--- src/rtl/gh_pkg.sv ---
// Shared definitions for the guitar_hero datapath: lane count, lane mask type
// and the default debounce interval.
package gh_pkg;
  localparam int GH_LANES            = 4;
  localparam int GH_DEBOUNCE_DEFAULT = 1000000;

  typedef logic [GH_LANES-1:0] lane_mask_t;
endpackage

--- src/rtl/debounce_lane.sv ---
// One fret lane: two-flop synchroniser, stability counter, debounced level and
// a one-cycle pulse on each debounced press.
module debounce_lane
  import gh_pkg::*;
#(
  parameter int DEBOUNCE_CYCLES = GH_DEBOUNCE_DEFAULT
) (
  input  logic clk,
  input  logic reset,
  input  logic btn_n,
  output logic level,
  output logic press
);
  localparam int                 CNT_W   = $clog2(DEBOUNCE_CYCLES + 1);
  localparam logic [CNT_W-1:0]   CNT_MAX = CNT_W'(DEBOUNCE_CYCLES - 1);

  logic [1:0]       sync_q;
  logic [CNT_W-1:0] cnt_q, cnt_d;
  logic             level_q, level_d;
  logic             press_q;
  logic             s;

  // Synchroniser holds the raw active-low value, so "released" is all ones.
  assign s = ~sync_q[1];

  always_comb begin
    cnt_d   = cnt_q;
    level_d = level_q;
    if (s == level_q) begin
      cnt_d = '0;
    end else if (cnt_q == CNT_MAX) begin
      level_d = s;
      cnt_d   = '0;
    end else begin
      cnt_d = cnt_q + CNT_W'(1);
    end
  end

  always_ff @(posedge clk) begin
    if (!reset) begin
      sync_q  <= 2'b11;
      cnt_q   <= '0;
      level_q <= 1'b0;
      press_q <= 1'b0;
    end else begin
      sync_q  <= {sync_q[0], btn_n};
      cnt_q   <= cnt_d;
      level_q <= level_d;
      press_q <= level_d & ~level_q;
    end
  end

  assign level = level_q;
  assign press = press_q;
endmodule

--- src/rtl/button_conditioner.sv ---
// Fret input stage: per-lane debounce plus a note-window accumulator that
// reports which lanes were pressed (and whether any twice) in each window.
module button_conditioner
  import gh_pkg::*;
#(
  parameter int LANES           = GH_LANES,
  parameter int DEBOUNCE_CYCLES = GH_DEBOUNCE_DEFAULT
) (
  input  logic             clk,
  input  logic             reset,
  input  logic [LANES-1:0] btn_n,
  input  logic             window_tick,
  output logic [LANES-1:0] level,
  output logic [LANES-1:0] press,
  output logic [LANES-1:0] hits,
  output logic             hits_valid,
  output logic             hits_dup
);
  logic [LANES-1:0] acc_q, acc_d, acc_closed;
  logic [LANES-1:0] hits_q, hits_d;
  logic             dup_q, dup_d, dup_closed;
  logic             hits_dup_q, hits_dup_d;
  logic             hits_valid_q, hits_valid_d;

  for (genvar g = 0; g < LANES; g++) begin : g_lane
    debounce_lane #(.DEBOUNCE_CYCLES(DEBOUNCE_CYCLES)) u_lane (
      .clk   (clk),
      .reset (reset),
      .btn_n (btn_n[g]),
      .level (level[g]),
      .press (press[g])
    );
  end

  // A press landing on the tick cycle still belongs to the closing window.
  assign acc_closed = acc_q | press;
  assign dup_closed = dup_q | (|(acc_q & press));

  always_comb begin
    acc_d        = acc_closed;
    dup_d        = dup_closed;
    hits_d       = hits_q;
    hits_dup_d   = hits_dup_q;
    hits_valid_d = 1'b0;
    if (window_tick) begin
      hits_d       = acc_closed;
      hits_dup_d   = dup_closed;
      hits_valid_d = 1'b1;
      acc_d        = '0;
      dup_d        = 1'b0;
    end
  end

  always_ff @(posedge clk) begin
    if (!reset) begin
      acc_q        <= '0;
      dup_q        <= 1'b0;
      hits_q       <= '0;
      hits_dup_q   <= 1'b0;
      hits_valid_q <= 1'b0;
    end else begin
      acc_q        <= acc_d;
      dup_q        <= dup_d;
      hits_q       <= hits_d;
      hits_dup_q   <= hits_dup_d;
      hits_valid_q <= hits_valid_d;
    end
  end

  assign hits       = hits_q;
  assign hits_valid = hits_valid_q;
  assign hits_dup   = hits_dup_q;
endmodule

--- config.mk ---
export PLATFORM = sky130hd
export DESIGN_NAME = button_conditioner
export DESIGN_NICKNAME = d
export VERILOG_FILES = /design/src/rtl/gh_pkg.sv /design/src/rtl/debounce_lane.sv /design/src/rtl/button_conditioner.sv
export SDC_FILE = /design/constraint.sdc
export NUM_CORES = 1
export LEC_CHECK = 0
export ABC_AREA = 1
export ABC_CLOCK_PERIOD_IN_PS = 1600
export BUFFER_PORTS_ARGS = -buffer_cell sky130_fd_sc_hd__buf_2
export CAP_MARGIN = 20
export CORE_AREA = 2 2 78 155
export CTS_CLUSTER_DIAMETER = 150
export DETAILED_ROUTE_END_ITERATION = 16
export DIE_AREA = 0 0 80 157
export HOLD_SLACK_MARGIN = 0.08
export PLACE_DENSITY = 0.67
export SLEW_MARGIN = 25
export SYNTH_ARGS = -nofsm -noshare
export SYNTH_HDL_FRONTEND = slang
export SYNTH_SLANG_ARGS = --single-unit
--- constraint.sdc ---
create_clock -name clk -period 1.6 [get_ports clk]
set_input_delay 0.16 -clock clk [delete_from_list [all_inputs] [get_ports clk]]
set_output_delay 0.16 -clock clk [all_outputs]
set_load 0.02 [all_outputs]
# Yosys cells after proc, flatten, opt, wreduce, memory -nomap -nowiden
# Index checks and enable logic that the tools add are counted.
[op_classes] add_sub_neg=4 n_mul=0 n_div=0 magnitude_cmp=0 eq_ne=8 shifts=0 n_mux=9 bitwise_logic=16 n_reduce_logical=6
[ops] cell="$add 20x1->20 const B" n=4
[ops] cell="$eq 20x20->1 const B" n=4
[ops] cell="$reduce_or 3->1" n=4
[ops] cell="$mux 1" n=9
[ops] cell="$not 1->1" n=9
[ops] cell="$and 1x1->1" n=4
[ops] cell="$and 4x4->4" n=1
[ops] cell="$eq 1x1->1" n=4
[ops] cell="$or 4x4->4" n=1
[ops] cell="$reduce_or 4->1" n=1
[ops] cell="$reduce_or 2->1" n=1
[ops] cell="$or 1x1->1" n=1
[word_totals] reg_bits=107 latchBits=0 ram_bits=0 mem_bits_ro=0 input_bits=7 out_inout_bits=14 elab_cells=64 memories=0

# Logic depth before layout (Yosys ltp)
[depth] word_depth=4 depth_mapped=9 ltp_nobuf=9

# Modules after synthesis
# A second synthesis with hierarchy kept.
[hier_totals] cells_unflattened=727 hier_area_um2=5009.8
[by_module_without_submodules] mod="debounce_lane" instances=4 cells_each=170 area_each_um2=1158.6 seq_area_each_um2=480.5
[by_module_without_submodules] mod="button_conditioner" instances=1 cells_each=47 area_each_um2=375.4 seq_area_each_um2=220.2

# Worst setup path before layout
# OpenSTA, ideal clock, no wires.
[synth_path] path_type="register -> register" start="register g_lane[3].u_lane.cnt_q[0]" end="register g_lane[3].u_lane.cnt_q[15]" setup_time_ns=0.112 arrival_ns=1.277 t_required_ns=1.488 setup_slack_ns=0.211 stages_incl_launch_ff=8 n_path_buf=1 period_less_slack_ns=1.389 cell_sequence="dfxtp_1 ha_1 nand3_2 inv_1 nand3_2 o21bai_4 buf_6 nor2_1"
[synth_via] elab_chain_len=2 elab_cells_between_ends=3 cone_classes="add/sub: 1; eq/ne: 1; reduce/logical: 1"
[synth_lines] element="from (decl)" line_no="debounce_lane.sv:18" rtl="logic [CNT_W-1:0] cnt_q, cnt_d;"
[synth_lines] element="from (signal assigned)" line_no="debounce_lane.sv:47" rtl="cnt_q <= cnt_d;"
[synth_lines] element="parallel branches: the longest is 2 deep, another holds $add 20x1->20"
# Parallel ways; which one is timed is not known.
# A chain may end at the register's enable or synchronous reset.

# Final worst setup path
[layout_path] start="register g_lane[2].u_lane.cnt_q[1]" end="register g_lane[2].u_lane.cnt_q[3]"
[layout_via] elab_chain_len=2 elab_cells_between_ends=3 cone_classes="add/sub: 1; eq/ne: 1; reduce/logical: 1"
[layout_lines] element="from (decl)" line_no="debounce_lane.sv:18"
[layout_lines] element="from (signal assigned)" line_no="debounce_lane.sv:47"
[layout_lines] element="parallel branches: the longest is 2 deep, another holds $add 20x1->20"
# Parallel ways; which one is timed is not known.

==> summary.md <==
| Metric | Value |
|---|---|
| Ant diodes | `0` |
| Fin worst setup slack | `0.0976 ns` |
| CP required | `1.84 ns` |
| Die height | `157 µm` |
| Synth Register Bits | `107` |
| Setup WS pre-CTS | `0.0540 ns` |
| PortBufs | `20` |
| Critical path endpoint category | `register` |
| Crit path time final | `1.50 ns` |
| DRT antenna net count | `0` |
| Switch share | `23.1%` |
| Rel. slew slack | `67.4%` |
| RSZ-0062 raised after global routing | `yes` |
| Finished Layout Cells | `938` |
| Pins over their slew limit | `0` |
| Arrival @ worst endpoint | `1.75 ns` |
| Vias in the first global route | `4,443` |
| Core Area | `11,300 µm²` |
| Residual DRC | `0` |
| Synth cell types | `27` |
| CTS Sinks | `107` |
| Sw Pwr | `1.14 mW` |
| Top Usage Layer GRT | `met2` |
| Post-synthesis cell count | `757` |
| WL final | `11,000 µm` |
| Nets | `802` |
| Global route overflow | `0` |
| Final Hold Fails | `0` |
| Max H-tree Level | `3` |
| Insertion delay to the later sink of the worst-skew pair | `0.35 ns` |
| Die width | `80 µm` |
| Die ar. | `12,600 µm²` |
| Setup violations, final | `0` |
| Setup TNS | `0 ns` |
| Total track usage | `18.4%` |
| Top cell type by total area after synthesis | `dfxtp_1` |
| Global routing met3 resource utilization | `3.73%` |
| Cell Area, Placed | `5380 µm²` |
| Routed wire per std cell | `11.8 µm` |
| Via-per-instance ratio | `4.88` |
| Yosys warns | `0` |
| P_leak | `2.04 nW` |
| Pwr dens | `853 nW/µm²` |
| Via count | `4,575` |
| Detailed placer's ending HPWL | `8370 µm` |
| Iter 0 DRT Violations | `192` |
| Root buffer cell | `clkbuf_16` |
| Number of buffers created by CTS | `9` |
| GR Util met1 | `17.2%` |
| Post-synth top area share | `41.8%` |
| Max Fclk | `0.666 GHz` |
| GR Util met2 | `35.8%` |
| Seq/Total Area, Yosys | `41.8%` |
| Layout cell share with drive strength beyond 1 | `10.9%` |
| Max cap viols | `0` |
| Cell area after layout | `5810 µm²` |
| Critical path class | `register to register` |
| CTS Buffer Depth | `2` |
| Clk_skew | `0.00981 ns` |
| Row Count | `55` |
| Fin crit share | `93.9%` |
| Initial Util | `45.4%` |
| Post-Syn Nets | `768` |
| Initial antenna violation count | `0` |
| Worst slew pin tran | `0.490 ns` |
| Min-delay worst type | `input port to register` |
| Synthesis-to-layout area growth | `13.4%` |
| I/O Pins | `21` |
| Clk slew on worst S/H paths | `0.08 ns` |
| First-pass GRT wire length | `18,400 µm` |
| Status | `completed` |
| Critical path fanouts, max | `10` |
| Worst vdd ir | `0.687 mV` |
| Startpoint type of the worst setup path | `register` |
| Ranking of synthesized cells by area | `dfxtp_1, nand2_1, nor2_1` |
| Combinational group share of total power | `1.8%` |
| Post-placement cell count | `915` |
| First-pass detailed-route iteration total | `6` |
| Int Power | `3.81 mW` |
| Syn avg cell area | `6.77 µm²` |
| Clock network power share | `44.1%` |
| Reg power frac | `54.0%` |
| Netlist Area Pre-Place | `5120 µm²` |
| GP Congestion | `0.907` |
| Largest net degree at the start of global routing | `21` |
| CTS tree | `done` |
final timing paths:
kind	startpoint	slack, ns	cells past startpoint	end
max reg2reg	g_lane[2].u_lane.cnt_q[1]	0.1	7	g_lane[2].u_lane.cnt_q[3]
max	g_lane[2].u_lane.cnt_q[1]	0.1	7	g_lane[2].u_lane.cnt_q[3]
min	window_tick	0.14	3	hits_valid
min reg2reg	g_lane[1].u_lane.sync_q[0]	0.42	1	g_lane[1].u_lane.sync_q[1]
worst max-delay path, stage by stage, from the launching register on:
cell and delay, ns:
dfxtp_1 0.37, ha_1 0.22, nand3_2 0.13, nor2_1 0.19
nand3_2 0.18, nand2_8 0.14, buf_12 0.13, a21oi_1 0.04
kinds of logic after synthesis:
group,share of synthesized area (%)
and+or+nand+nor,37.6
DFF,41.8
buffers and inverters,8.96
AOI/OAI and AO/OA,5.37
xor gates and xnor gates,5.30
adders and majority gates,0.977
cells in the final DEF (no fill, tap or decap), types with 5 or more instances in the layout:
cell and n:
o22ai_1 5, inv_1 90, a21oi_1 29, nand4_1 11, xnor2_1 14, dfxtp_1 107, nor3_1 6, nand3_1 43
o21ai_0 8, nor2_1 168, nor2_2 9, clkbuf_16 9, xor2_1 17, nand3_2 6, buf_2 20, buf_4 10
or2_2 12, nand2_1 196
through the flow:
step	hold slack (ns)	utilization [%]	total power, mW
finish	0.137	51.5	4.96
global route	0.177	51.5	5.13
CTS	0.115	50.6	5.01
detailed placement	0.353	47.7	2.82
global placement	0.345	47.7	2.82
floorplan	0.267	-	2.79
synth_stat cells, drive strengths merged:
cell type / number
buf: 14
clkbuf: 1
o22ai: 5
o21bai: 5
nor3: 6
o21ai: 9
nand2: 200
nor2: 178
or2: 15
nand4: 11
ha: 4
inv: 91
xor2: 17
a21oi: 30
xnor2: 14
nand3: 50
dfxtp: 107
state kept, by name, summed over array words and instances (netlist names):
register / flops
acc_q: 4
dup_q: 1
g_lane.u_lane.cnt_q: 80
g_lane.u_lane.level: 4
g_lane.u_lane.press: 4
g_lane.u_lane.sync_q: 8
hits: 4
hits_dup: 1
hits_valid: 1
cell type report:
type,count,area (µm²)
clock buffers,9,225
clock inverters,7,70.1
fillers,1156,5480
inverters,91,342
multi-input cells,545,2590
flip-flops and latches,107,2140
well taps,142,178
repair buffers,37,267
per-layer routing:
metal / share of wire (%) / vias up
met5: 0 / -
met4: 4.2 / 0
met3: 2.7 / 40
met2: 56 / 81
met1: 37 / 2058
li1: - / 2396
power groups by stage:
stage / logic (mW) / clock network, mW / registers (mW)
6_report: 0.0904 / 2.19 / 2.68
5_1_grt: 0.101 / 2.35 / 2.68
4_1_cts: 0.0837 / 2.25 / 2.68
3_5_place_dp: 0.0763 / 0 / 2.74
3_3_place_gp: 0.0738 / 0 / 2.74
2_1_floorplan: 0.0491 / 0 / 2.74
repair_timing:
action,CTS,global route
gates resized for setup,0,13
setup buffers,0,2
endpoints found under the setup margin,0,38
hold buffers,4,0
endpoints found under the hold margin,4,0
(Power assumes the default switching activity.)
